**config.mk**
```make
export PLATFORM = sky130hd
export DESIGN_NAME = neuron_writeback
export DESIGN_NICKNAME = d
export VERILOG_FILES = /design/src/rtl/neuron_writeback.sv
export SDC_FILE = /design/constraint.sdc
export NUM_CORES = 1
export LEC_CHECK = 0
export ABC_CLOCK_PERIOD_IN_PS = 6600
export BUFFER_PORTS_ARGS = -buffer_cell sky130_fd_sc_hd__buf_2
export CAP_MARGIN = 20
export CORE_MARGIN = 2
export CORE_UTILIZATION = 51
export CTS_CLUSTER_DIAMETER = 200
export DETAILED_ROUTE_END_ITERATION = 16
export HOLD_SLACK_MARGIN = 0.03
export PLACE_DENSITY_LB_ADDON = 0.12
export SLEW_MARGIN = 0
export SYNTH_ARGS = -nofsm -noshare
export SYNTH_HDL_FRONTEND = slang
export SYNTH_SLANG_ARGS = --single-unit
```
**constraint.sdc**
```tcl
create_clock -name clk -period 6.6 [get_ports clk]
set_clock_uncertainty 0.2 [all_clocks]
set_input_delay 0.99 -clock clk [delete_from_list [all_inputs] [get_ports clk]]
set_output_delay 0.99 -clock clk [all_outputs]
set_load 0.1 [all_outputs]
```
**src/rtl/neuron_writeback.sv**
```systemverilog
`default_nettype none
// ============================================================================
// Module   : neuron_writeback
// Purpose  : Final MLP pipeline stage. Queues stage-4 neuron results in a
//            small write FIFO and commits them to the neuron memory write
//            port under a ready handshake. Counts committed writes and
//            raises layer_done once done_4 has been seen and the FIFO has
//            drained.
// Revision : 1.0 - initial release
//
// Ports:
//   clk               in   system clock (rising edge)
//   rst_n             in   asynchronous active-low reset
//   run               in   layer enable; low flushes everything synchronously
//   done_4            in   last neuron of the layer issued this cycle
//   out_4             in   neuron value (signed)
//   out_neuron_addr_4 in   neuron address
//   write_neuron_4    in   out_4 / out_neuron_addr_4 valid
//   mem_ready         in   memory accepts a write this cycle
//   mem_we            out  write request (FIFO non-empty)
//   mem_addr          out  FIFO head address
//   mem_wdata         out  FIFO head data
//   layer_done        out  layer fully committed
//   write_count       out  committed writes this layer (saturating)
//   overflow_err      out  sticky: a write was dropped on a full FIFO
//
// Build option:
//   NEURON_WB_RELU_EN  when defined, negative values are stored as zero.
// ============================================================================
module neuron_writeback #(
    parameter int DATA_W     = 16,
    parameter int ADDR_W     = 12,
    parameter int FIFO_DEPTH = 4
) (
    input  logic              clk,
    input  logic              rst_n,
    input  logic              run,
    input  logic              done_4,
    input  logic [DATA_W-1:0] out_4,
    input  logic [ADDR_W-1:0] out_neuron_addr_4,
    input  logic              write_neuron_4,
    input  logic              mem_ready,
    output logic              mem_we,
    output logic [ADDR_W-1:0] mem_addr,
    output logic [DATA_W-1:0] mem_wdata,
    output logic              layer_done,
    output logic [ADDR_W:0]   write_count,
    output logic              overflow_err
);

    localparam int PTR_W = $clog2(FIFO_DEPTH);
    localparam int CNT_W = PTR_W + 1;
    localparam logic [CNT_W-1:0] C_FULL = CNT_W'(FIFO_DEPTH);

    typedef enum logic [1:0] {
        S_IDLE   = 2'd0,
        S_ACTIVE = 2'd1,
        S_DRAIN  = 2'd2,
        S_DONE   = 2'd3
    } state_t;

    state_t            state_q;
    logic [ADDR_W-1:0] addr_q [FIFO_DEPTH];
    logic [DATA_W-1:0] data_q [FIFO_DEPTH];
    logic [PTR_W-1:0]  wr_ptr_q;
    logic [PTR_W-1:0]  rd_ptr_q;
    logic [CNT_W-1:0]  count_q;
    logic [CNT_W-1:0]  count_d;
    logic [ADDR_W:0]   write_count_q;
    logic              overflow_q;
    logic              layer_done_q;

    logic              w_empty;
    logic              w_full;
    logic              w_pop;
    logic              w_push_req;
    logic              w_push;
    logic              w_drop;
    logic [DATA_W-1:0] w_data_in;

    assign w_empty    = (count_q == '0);
    assign w_full     = (count_q == C_FULL);
    assign w_pop      = !w_empty && mem_ready;
    assign w_push_req = run && write_neuron_4;
    // A pop in the same cycle frees the slot, so a full FIFO still accepts.
    assign w_push     = w_push_req && (!w_full || w_pop);
    assign w_drop     = w_push_req && w_full && !w_pop;

`ifdef NEURON_WB_RELU_EN
    assign w_data_in = out_4[DATA_W-1] ? '0 : out_4;
`else
    assign w_data_in = out_4;
`endif

    always_comb begin
        count_d = count_q;
        case ({w_push, w_pop})
            2'b10:   count_d = count_q + 1'b1;
            2'b01:   count_d = count_q - 1'b1;
            default: count_d = count_q;
        endcase
    end

    always_ff @(posedge clk or negedge rst_n) begin
        if (!rst_n) begin
            state_q       <= S_IDLE;
            wr_ptr_q      <= '0;
            rd_ptr_q      <= '0;
            count_q       <= '0;
            write_count_q <= '0;
            overflow_q    <= 1'b0;
            layer_done_q  <= 1'b0;
            for (int i = 0; i < FIFO_DEPTH; i++) begin
                addr_q[i] <= '0;
                data_q[i] <= '0;
            end
        end else if (!run) begin
            // Flush: storage is cleared too so mem_addr/mem_wdata read 0.
            state_q       <= S_IDLE;
            wr_ptr_q      <= '0;
            rd_ptr_q      <= '0;
            count_q       <= '0;
            write_count_q <= '0;
            overflow_q    <= 1'b0;
            layer_done_q  <= 1'b0;
            for (int i = 0; i < FIFO_DEPTH; i++) begin
                addr_q[i] <= '0;
                data_q[i] <= '0;
            end
        end else begin
            if (w_push) begin
                addr_q[wr_ptr_q] <= out_neuron_addr_4;
                data_q[wr_ptr_q] <= w_data_in;
                wr_ptr_q         <= wr_ptr_q + 1'b1;
            end
            if (w_pop) begin
                rd_ptr_q <= rd_ptr_q + 1'b1;
                if (write_count_q != '1) begin
                    write_count_q <= write_count_q + 1'b1;
                end
            end
            if (w_drop) begin
                overflow_q <= 1'b1;
            end
            count_q <= count_d;

            case (state_q)
                S_IDLE:   state_q <= S_ACTIVE;
                S_ACTIVE: if (done_4) state_q <= S_DRAIN;
                S_DRAIN:  if (count_d == '0) state_q <= S_DONE;
                S_DONE:   if (w_push_req) state_q <= S_DRAIN;
                default:  state_q <= S_IDLE;
            endcase

            layer_done_q <= (state_q == S_DONE);
        end
    end

    assign mem_we       = !w_empty;
    assign mem_addr     = addr_q[rd_ptr_q];
    assign mem_wdata    = data_q[rd_ptr_q];
    assign layer_done   = layer_done_q;
    assign write_count  = write_count_q;
    assign overflow_err = overflow_q;

endmodule
`default_nettype wire

```
==> run metrics, run 1 <==
cell area after synthesis 6420 sq um; Detailed Route WL 14,100 microns; htree depth 4; gr ovfl total 0; worst skew pair latency 0.42 ns; die width 116 microns; sequential power share 39.2%; Worst EP required 5.41 ns; synthesis-to-finish area growth 15.8%; # IOs 78; synth warn 0; row count 40; # diodes 0; post-synthesis cell count 589; post-synthesis async set-or-reset flop share 100%; Worst EP arrival 2.29 ns; CTS tree yes; Slew headroom 38.3%; Worst-path clk slew 0.06 ns; Max-Cap Viols 0; FILL cells 1,029; Tot Pwr 0.00238 W; PnR worst setup slack 3.12 ns; CP Class reg -> out; Synth cell types 49; PostCTS Resize Cnt 0; final slew viol count 0; IO Port Bufs 77; crit path time final 3.48 ns; wire length of the first global-routing pass 23,000 microns; outcome finished clean; Synth Flop Type dfrtp_1; vias in the first global route 4,559; Post-Layout Inst Area 7440 sq um; leakage 3.43 nW; Hold Crit Start overflow_err; first drt pass iteration count 4; die area 13,500 sq um; Vias 4,772; synthesized area per cell 10.9 sq um; Final nets 682; CTS max path bufs 2; Final TNS setup 0 ns; Synth top area share 53.0%; Fmax achieved 0.288 GHz; flops & latches, synth 136; CP Max Fanout 18; reg-to-reg critical path startpoint count_q[1]; Clk pwr share 40.7%; RSZ-0062 raised after global routing no; postcts setup bufs 0; combinational power share 20.1%; Switch Pwr 0.000759 W; GP Congestion 0.785; Critical Path End Type output port; Initial Util 52.8%; DP Worst Slack 3.34 ns; Util after Layout 61.1%; die extent in y 116 microns; hpwl dp 8210 microns; DRT antenna net count 0; DRC errors left 0; CTS Hold Buffers Added 0; vias per std cell 5.80; WL/cell 17.2 microns; maximum vdd drop 0.251 mV; gr usage total 22.3%; Num CTS Buffers 17; EDFF count, synth 0; final hold viol count 0; Root Driver clkbuf_16; layout cells sized above 1 23.8%; crit share post-route 52.7%; largest net degree at the start of global routing 120; Mapped Nets 629; antenna violations before repair 0; Sw Ratio 31.9%; final setup fails 0; DRT iter0 DRCs 289; Seq/Total Area, Yosys 53.0%; power per cell area 320 nW/um^2; area post-placement 6780 sq um; core footprint 12,200 sq um; hold crit path type reg -> reg; Setup crit start kind flip-flop; Internal 0.00162 W; total clock sinks 136; Slew @ Worst Pin 0.925 ns; cell taking the most area after synthesis dfrtp_1; Synth area leaders dfrtp_1, mux4_2, nand3_1; beginning of the critical path rd_ptr_q[1]
==> cell usage after synthesis, drive strengths merged, types with 2 or more instances <==
cell    instances
nand4           6
or3             6
and2            3
mux2i          11
o21a            2
nand3         114
nor3            3
mux4           28
nor2           21
o31ai           6
xnor2           2
buf            31
ha              5
and3            2
dfrtp         136
inv            31
clkbuf         18
a211oi          3
xor2            3
o31a            2
or4             4
o21ai         115
a21oi          11
o211ai          2
nand2           9
==> state kept, by name (all words and copies together) (netlist names) <==
signal,flops
addr_q,48
count_q,3
data_q,64
layer_done,1
overflow_err,1
rd_ptr_q,2
state_q,2
wr_ptr_q,2
write_count,13
==> cell families after synthesis <==
kind of cell | synth area share, %
buf+inv | 6.12
flops | 53.0
xor+xnor | 0.682
simple gates | 14.8
compound gates | 12.6
fa+ha+maj | 1.29
mux | 11.5
==> path summary, 6_finish.rpt <==
check	to	slack [ns]	cells after the start
min in group asynchronous	overflow_err	0.34	1
max reg2reg	addr_q[38]	3.97	4
min	overflow_err	0.30	1
max	mem_wdata[7]	3.12	3
max in group asynchronous	addr_q[46]	4.51	2
min reg2reg	overflow_err	0.30	1
==> power groups by stage <==
stage	Clock [W]	Combinational, W	Sequential, W
6_report	0.000968	0.000478	0.000934
5_1_grt	0.00102	0.000509	0.000942
4_1_cts	0.000982	0.000461	0.000947
3_5_place_dp	0	0.000460	0.000961
3_3_place_gp	0	0.000451	0.000957
2_1_floorplan	0	0.000397	0.000936
==> layout by cell type, fill, tap and decap left out, drive strengths merged, types with 11 or more instances in the layout <==
cell type / Yosys / routed
clkbuf: 18 / 20
dfrtp: 136 / 136
inv: 31 / 31
mux4: 28 / 28
buf: 31 / 83
o21ai: 115 / 115
mux2i: 11 / 11
a21oi: 11 / 11
nand3: 114 / 114
nor2: 21 / 21
==> through the flow <==
step / std cells / hold WS [ns]
final: 823 / 0.299
after global placement: 789 / 0.284
after CTS: 821 / 0.302
after detailed placement: 789 / 0.290
after global routing: 823 / 0.317
after floorplan: 589 / 0.273
==> per-layer routing <==
layer	share of wire (%)	vias to the layer above	wire length (microns)	global-route usage, %
met5	0	-	0	0
met1	47	2393	6570	30.5
met2	47	106	6680	35.2
li1	-	2252	-	-
met4	1.6	0	230	8.41
met3	4.5	21	636	5.40
==> area by class of cell <==
| class | count | area [sq um] | area share, % |
|---|---|---|---|
| Multi-Input combinational cell | 372 | 2620 | 35.3 |
| Timing Repair Buffer | 83 | 472 | 6.34 |
| Sequential cell | 136 | 3400 | 45.8 |
| Inverter | 32 | 120 | 1.62 |
| Clock buffer | 20 | 457 | 6.14 |
| Clock inverter | 12 | 150 | 2.02 |
| Tap cell | 168 | 210 | 2.83 |
==> worst max-delay path, stage by stage (launching register included) <==
cell and delay (ns):
dfrtp_1 0.74, buf_4 0.41, mux4_2 0.27, buf_2 0.43
Power figures use the tool's default switching activity.
==> inputs of run 2 (changes only) <==
ABC_CLOCK_PERIOD_IN_PS = 3100   (was 6600)
clock period = 3.1 ns   (was 6.6 ns; I/O delays follow)
==> run metrics, run 2 (synthesis gave the netlist of run 1 again) <==
die extent in y 116 microns; outcome finished clean; total clock sinks 136; power per cell area 667 nW/um^2; wire length of the first global-routing pass 23,800 microns; die area 13,500 sq um; Slew @ Worst Pin 0.701 ns; most frequent cells in the layout dfrtp_1, nand3_1, o21ai_0; Max-Cap Viols 0; crit path time final 2.79 ns; crit share post-route 89.8%; gr ovfl total 0; core footprint 12,200 sq um; WL/cell 16.9 microns; Worst EP required 2.43 ns; vias per std cell 5.74; CTS max path bufs 2; GP Congestion 0.765; Fmax achieved 0.359 GHz; IO Port Bufs 77; hpwl dp 8700 microns; Setup crit start kind flip-flop; # diodes 0; Util after Layout 65.2%; gr usage total 22.8%; # IOs 78; final hold viol count 0; RSZ-0062 raised after global routing no; Detailed Route WL 14,000 microns; leakage 3.56 nW; worst skew pair latency 0.42 ns; final cell count without fillers 832; DRT iter0 DRCs 344; PostCTS Resize Cnt 0; Vias 4,779; die width 116 microns; Slew headroom 53.3%; Final TNS setup 0 ns; hold crit path type in -> reg; CP Class reg -> out; Worst EP arrival 2.12 ns; Worst-path clk slew 0.06 ns; Final nets 691; Initial Util 52.8%; commonest non-fill, non-tap cell in the layout dfrtp_1; DRT antenna net count 0; CTS Hold Buffers Added 1; row count 40; max reg flops 64; htree depth 4; CP Max Fanout 18; DRC errors left 0; vias in the first global route 4,801; PnR worst setup slack 0.315 ns; CTS tree yes; Num CTS Buffers 17; final setup fails 0; DP Worst Slack 0.494 ns; postcts setup bufs 0; post-placement cell count 799; synthesis-to-finish area growth 23.6%; antenna violations before repair 0; Top reg by flops data_q; first drt pass iteration count 4; final slew viol count 0; maximum vdd drop 0.443 mV; largest net degree at the start of global routing 74; layout cells sized above 1 24.7%; Critical Path End Type output port; Root Driver clkbuf_16
-- run 2: changes by cell type in the layout (fill, tap and decap cells not counted), sizes merged --
cell / previous run / this run
dlygate4sd3: 0 / 1
clkinv: 7 / 6
inv: 31 / 32
buf: 83 / 91
clkbuf: 20 / 19
bufinv: 3 / 4
-- run 2: path summary, 6_finish.rpt --
| path | slack (ns) | start | endpoint | cells after the start |
|---|---|---|---|---|
| worst max-delay path | 0.31 | rd_ptr_q[0] | mem_wdata[14] | 3 |
| worst max register to register | 0.57 | count_q[1] | addr_q[14] | 4 |
| worst min register to register | 0.29 | overflow_err | overflow_err | 1 |
| max in group asynchronous | 1.53 | rst_n | data_q[3] | 3 |
| worst min-delay path | 0.12 | done_4 | state_q[1] | 3 |
| min in group asynchronous | 0.43 | rst_n | data_q[10] | 2 |
-- run 2: final cells by class --
| cell class | count | area (sq um) |
|---|---|---|
| multi-input cells | 372 | 2620 |
| repair buffers | 92 | 955 |
| inverters | 32 | 120 |
| flip-flops and latches | 136 | 3400 |
| clock inverters | 13 | 176 |
| well taps | 168 | 210 |
| fillers | 940 | 4230 |
| clock buffers | 19 | 443 |
-- run 2: worst max-delay path: stages, from the launching register on --
cell and delay, ns:
dfrtp_2 0.65, buf_12 0.27, mux4_2 0.58, buf_12 0.20
-- run 2: metal layers --
| metal | GRT usage (%) | routed length [microns] | vias to the layer above |
|---|---|---|---|
| met5 | 0 | 0 | - |
| met4 | 6.90 | 124 | 0 |
| met3 | 5.66 | 599 | 10 |
| met2 | 35.8 | 6950 | 112 |
| met1 | 32.1 | 6350 | 2393 |
| li1 | - | - | 2264 |
-- run 2: through the flow --
stage                     hold WS [ns]  total power (W)  area [sq um]
after floorplan                -0.0306          0.00284          6420
after global placement           0.269          0.00321          7300
after detailed placement         0.282          0.00324          7300
after CTS                        0.105          0.00534          7930
after global routing             0.134          0.00551          7930
final                            0.119          0.00529          7930
-- run 2: where the power goes --
part           internal, W  total [W]  switching [W]
sequential         0.00187    0.00197       0.000101
combinational     0.000438    0.00122       0.000787
clock              0.00136    0.00209       0.000734
total              0.00367    0.00529        0.00162
==> inputs of run 3 (changes only) <==
ABC_CLOCK_PERIOD_IN_PS = 3000   (was 3100)
PLACE_DENSITY = 0.69   (was default)
PLACE_DENSITY_LB_ADDON = default   (was 0.12)
clock period = 3 ns   (was 3.1 ns; I/O delays follow)
==> run metrics, run 3 (synthesis gave the netlist of run 1 again) <==
outcome finished clean; Worst-path clk slew 0.06 ns; CP Class reg -> out; register area 3400 sq um; first drt pass iteration count 7; final setup fails 0; Cells on Worst Hold Path 3; die extent in y 116 microns; Setup crit start kind flip-flop; Final TNS setup 0 ns; die area 13,500 sq um; FILL cells 919; Clk pwr share 40.1%; final hold viol count 0; DP Worst Slack 0.433 ns; PnR worst setup slack 0.338 ns; area post-placement 7370 sq um; core footprint 12,200 sq um; Top Usage Layer GRT met2; # diodes 0; wire length of the first global-routing pass 24,200 microns; largest net degree at the start of global routing 77; DRT antenna net count 0; Critical Path End Type output port; Max-Cap Viols 0; row count 40; Util after Layout 65.9%; layout cells sized above 1 25.5%; combinational power share 23.4%; vias per std cell 5.79; # IOs 78; worst skew pair latency 0.42 ns; commonest non-fill, non-tap cell in the layout dfrtp_1; multi-input gate area in the final layout 2620 sq um; max reg flops 64; Slew @ Worst Pin 0.746 ns; synthesis-to-finish area growth 24.9%; Final nets 698; crit path time final 2.66 ns; IO Port Bufs 77; leakage 3.60 nW; CP Max Fanout 18; Post-Layout Inst Area 8020 sq um; final slew viol count 0; die width 116 microns; WL/cell 17.2 microns; global routing usage on met2 38.2%; sequential power share 36.5%; Root Driver clkbuf_16; CTS tree yes; met1 Track Usage GR 31.3%; hpwl dp 9270 microns; Slew headroom 50.2%; vias in the first global route 4,799; Internal 0.00386 W; most frequent cells in the layout dfrtp_1, nand3_1, o21ai_0; Hold WS 0.113 ns; GP Congestion 0.811; hold crit path type in -> reg; Vias 4,861; Worst EP arrival 2.01 ns; met3 usage 5.45%; Detailed Route WL 14,500 microns; R2R depth 5; Hold Crit Start done_4; PostCTS Resize Cnt 0; maximum vdd drop 0.432 mV; Sw Ratio 30.7%; power per cell area 695 nW/um^2; Worst EP required 2.35 ns; reg-to-reg critical path startpoint count_q[1]; htree depth 4; Switch Pwr 0.00171 W; antenna violations before repair 0; gr ovfl total 0; DRC errors left 0; CTS max path bufs 2; Initial Util 52.8%; Num CTS Buffers 17; DRT iter0 DRCs 417; Top reg by flops data_q; Fmax achieved 0.376 GHz; hold endpoint state_q[1]; total clock sinks 136; FF-to-FF End data_q[54]; RSZ-0062 raised after global routing no; crit share post-route 88.7%; Reg2Reg Setup Slack 0.45 ns; gr usage total 23.4%
==> run 3: cell count changes in the layout (fill, tap and decap cells not counted) <==
cell and delta:
clkinv_4 +2, inv_6 -1, buf_12 +1, buf_4 +6, clkinv_2 -3, clkbuf_8 +2
==> run 3: timing repair <==
item / in CTS / in global routing
hold endpoints to repair: 62 / 0
hold buffers: 1 / 0
buffers inserted: 0 / 0
==> run 3: final cells by class <==
class / instances / area share (%)
Multi-Input combinational cell: 372 / 32.7
Tap cell: 168 / 2.62
Clock buffer: 21 / 5.87
Inverter: 32 / 1.50
Clock inverter: 11 / 2.12
Timing Repair Buffer: 99 / 12.7
Sequential cell: 136 / 42.5
==> run 3: per-layer routing <==
layer	part of all wire, %	vias to the layer above
li1	-	2287
met1	44	2435
met2	51	124
met3	4.1	15
met4	1.4	0
met5	0	-
==> run 3: worst max path at each step <==
| stage | from | endpoint | slack, ns | cells after the start |
|---|---|---|---|---|
| floorplan | write_count[0] | write_count[10] | 0.26 | 5 |
| global placement | mem_ready | data_q[41] | 0.52 | 6 |
| detailed placement | mem_ready | data_q[55] | 0.43 | 6 |
| CTS | rd_ptr_q[1] | mem_wdata[13] | 0.34 | 3 |
| global route | rd_ptr_q[1] | mem_wdata[13] | 0.29 | 3 |
| finish | rd_ptr_q[1] | mem_wdata[13] | 0.34 | 3 |
==> run 3: worst max-delay path, stage by stage, from the launching register on <==
cell and delay (ns):
dfrtp_1 0.76, buf_12 0.26, mux4_2 0.37, buf_12 0.19
==> run 3: stage by stage <==
| stage | total power (W) | instances |
|---|---|---|
| after floorplan | 0.00293 | 589 |
| after global placement | 0.00334 | 806 |
| after detailed placement | 0.00337 | 806 |
| after CTS | 0.00561 | 839 |
| after global routing | 0.00578 | 839 |
| final | 0.00557 | 839 |
==> run 3: power by group through the flow <==
stage	clock network, W	logic [W]	registers [W]
6_report	0.00224	0.00130	0.00203
3_3_place_gp	0	0.00129	0.00205
4_1_cts	0.00227	0.00132	0.00203
3_5_place_dp	0	0.00130	0.00206
5_1_grt	0.00236	0.00138	0.00205
2_1_floorplan	0	0.000874	0.00206
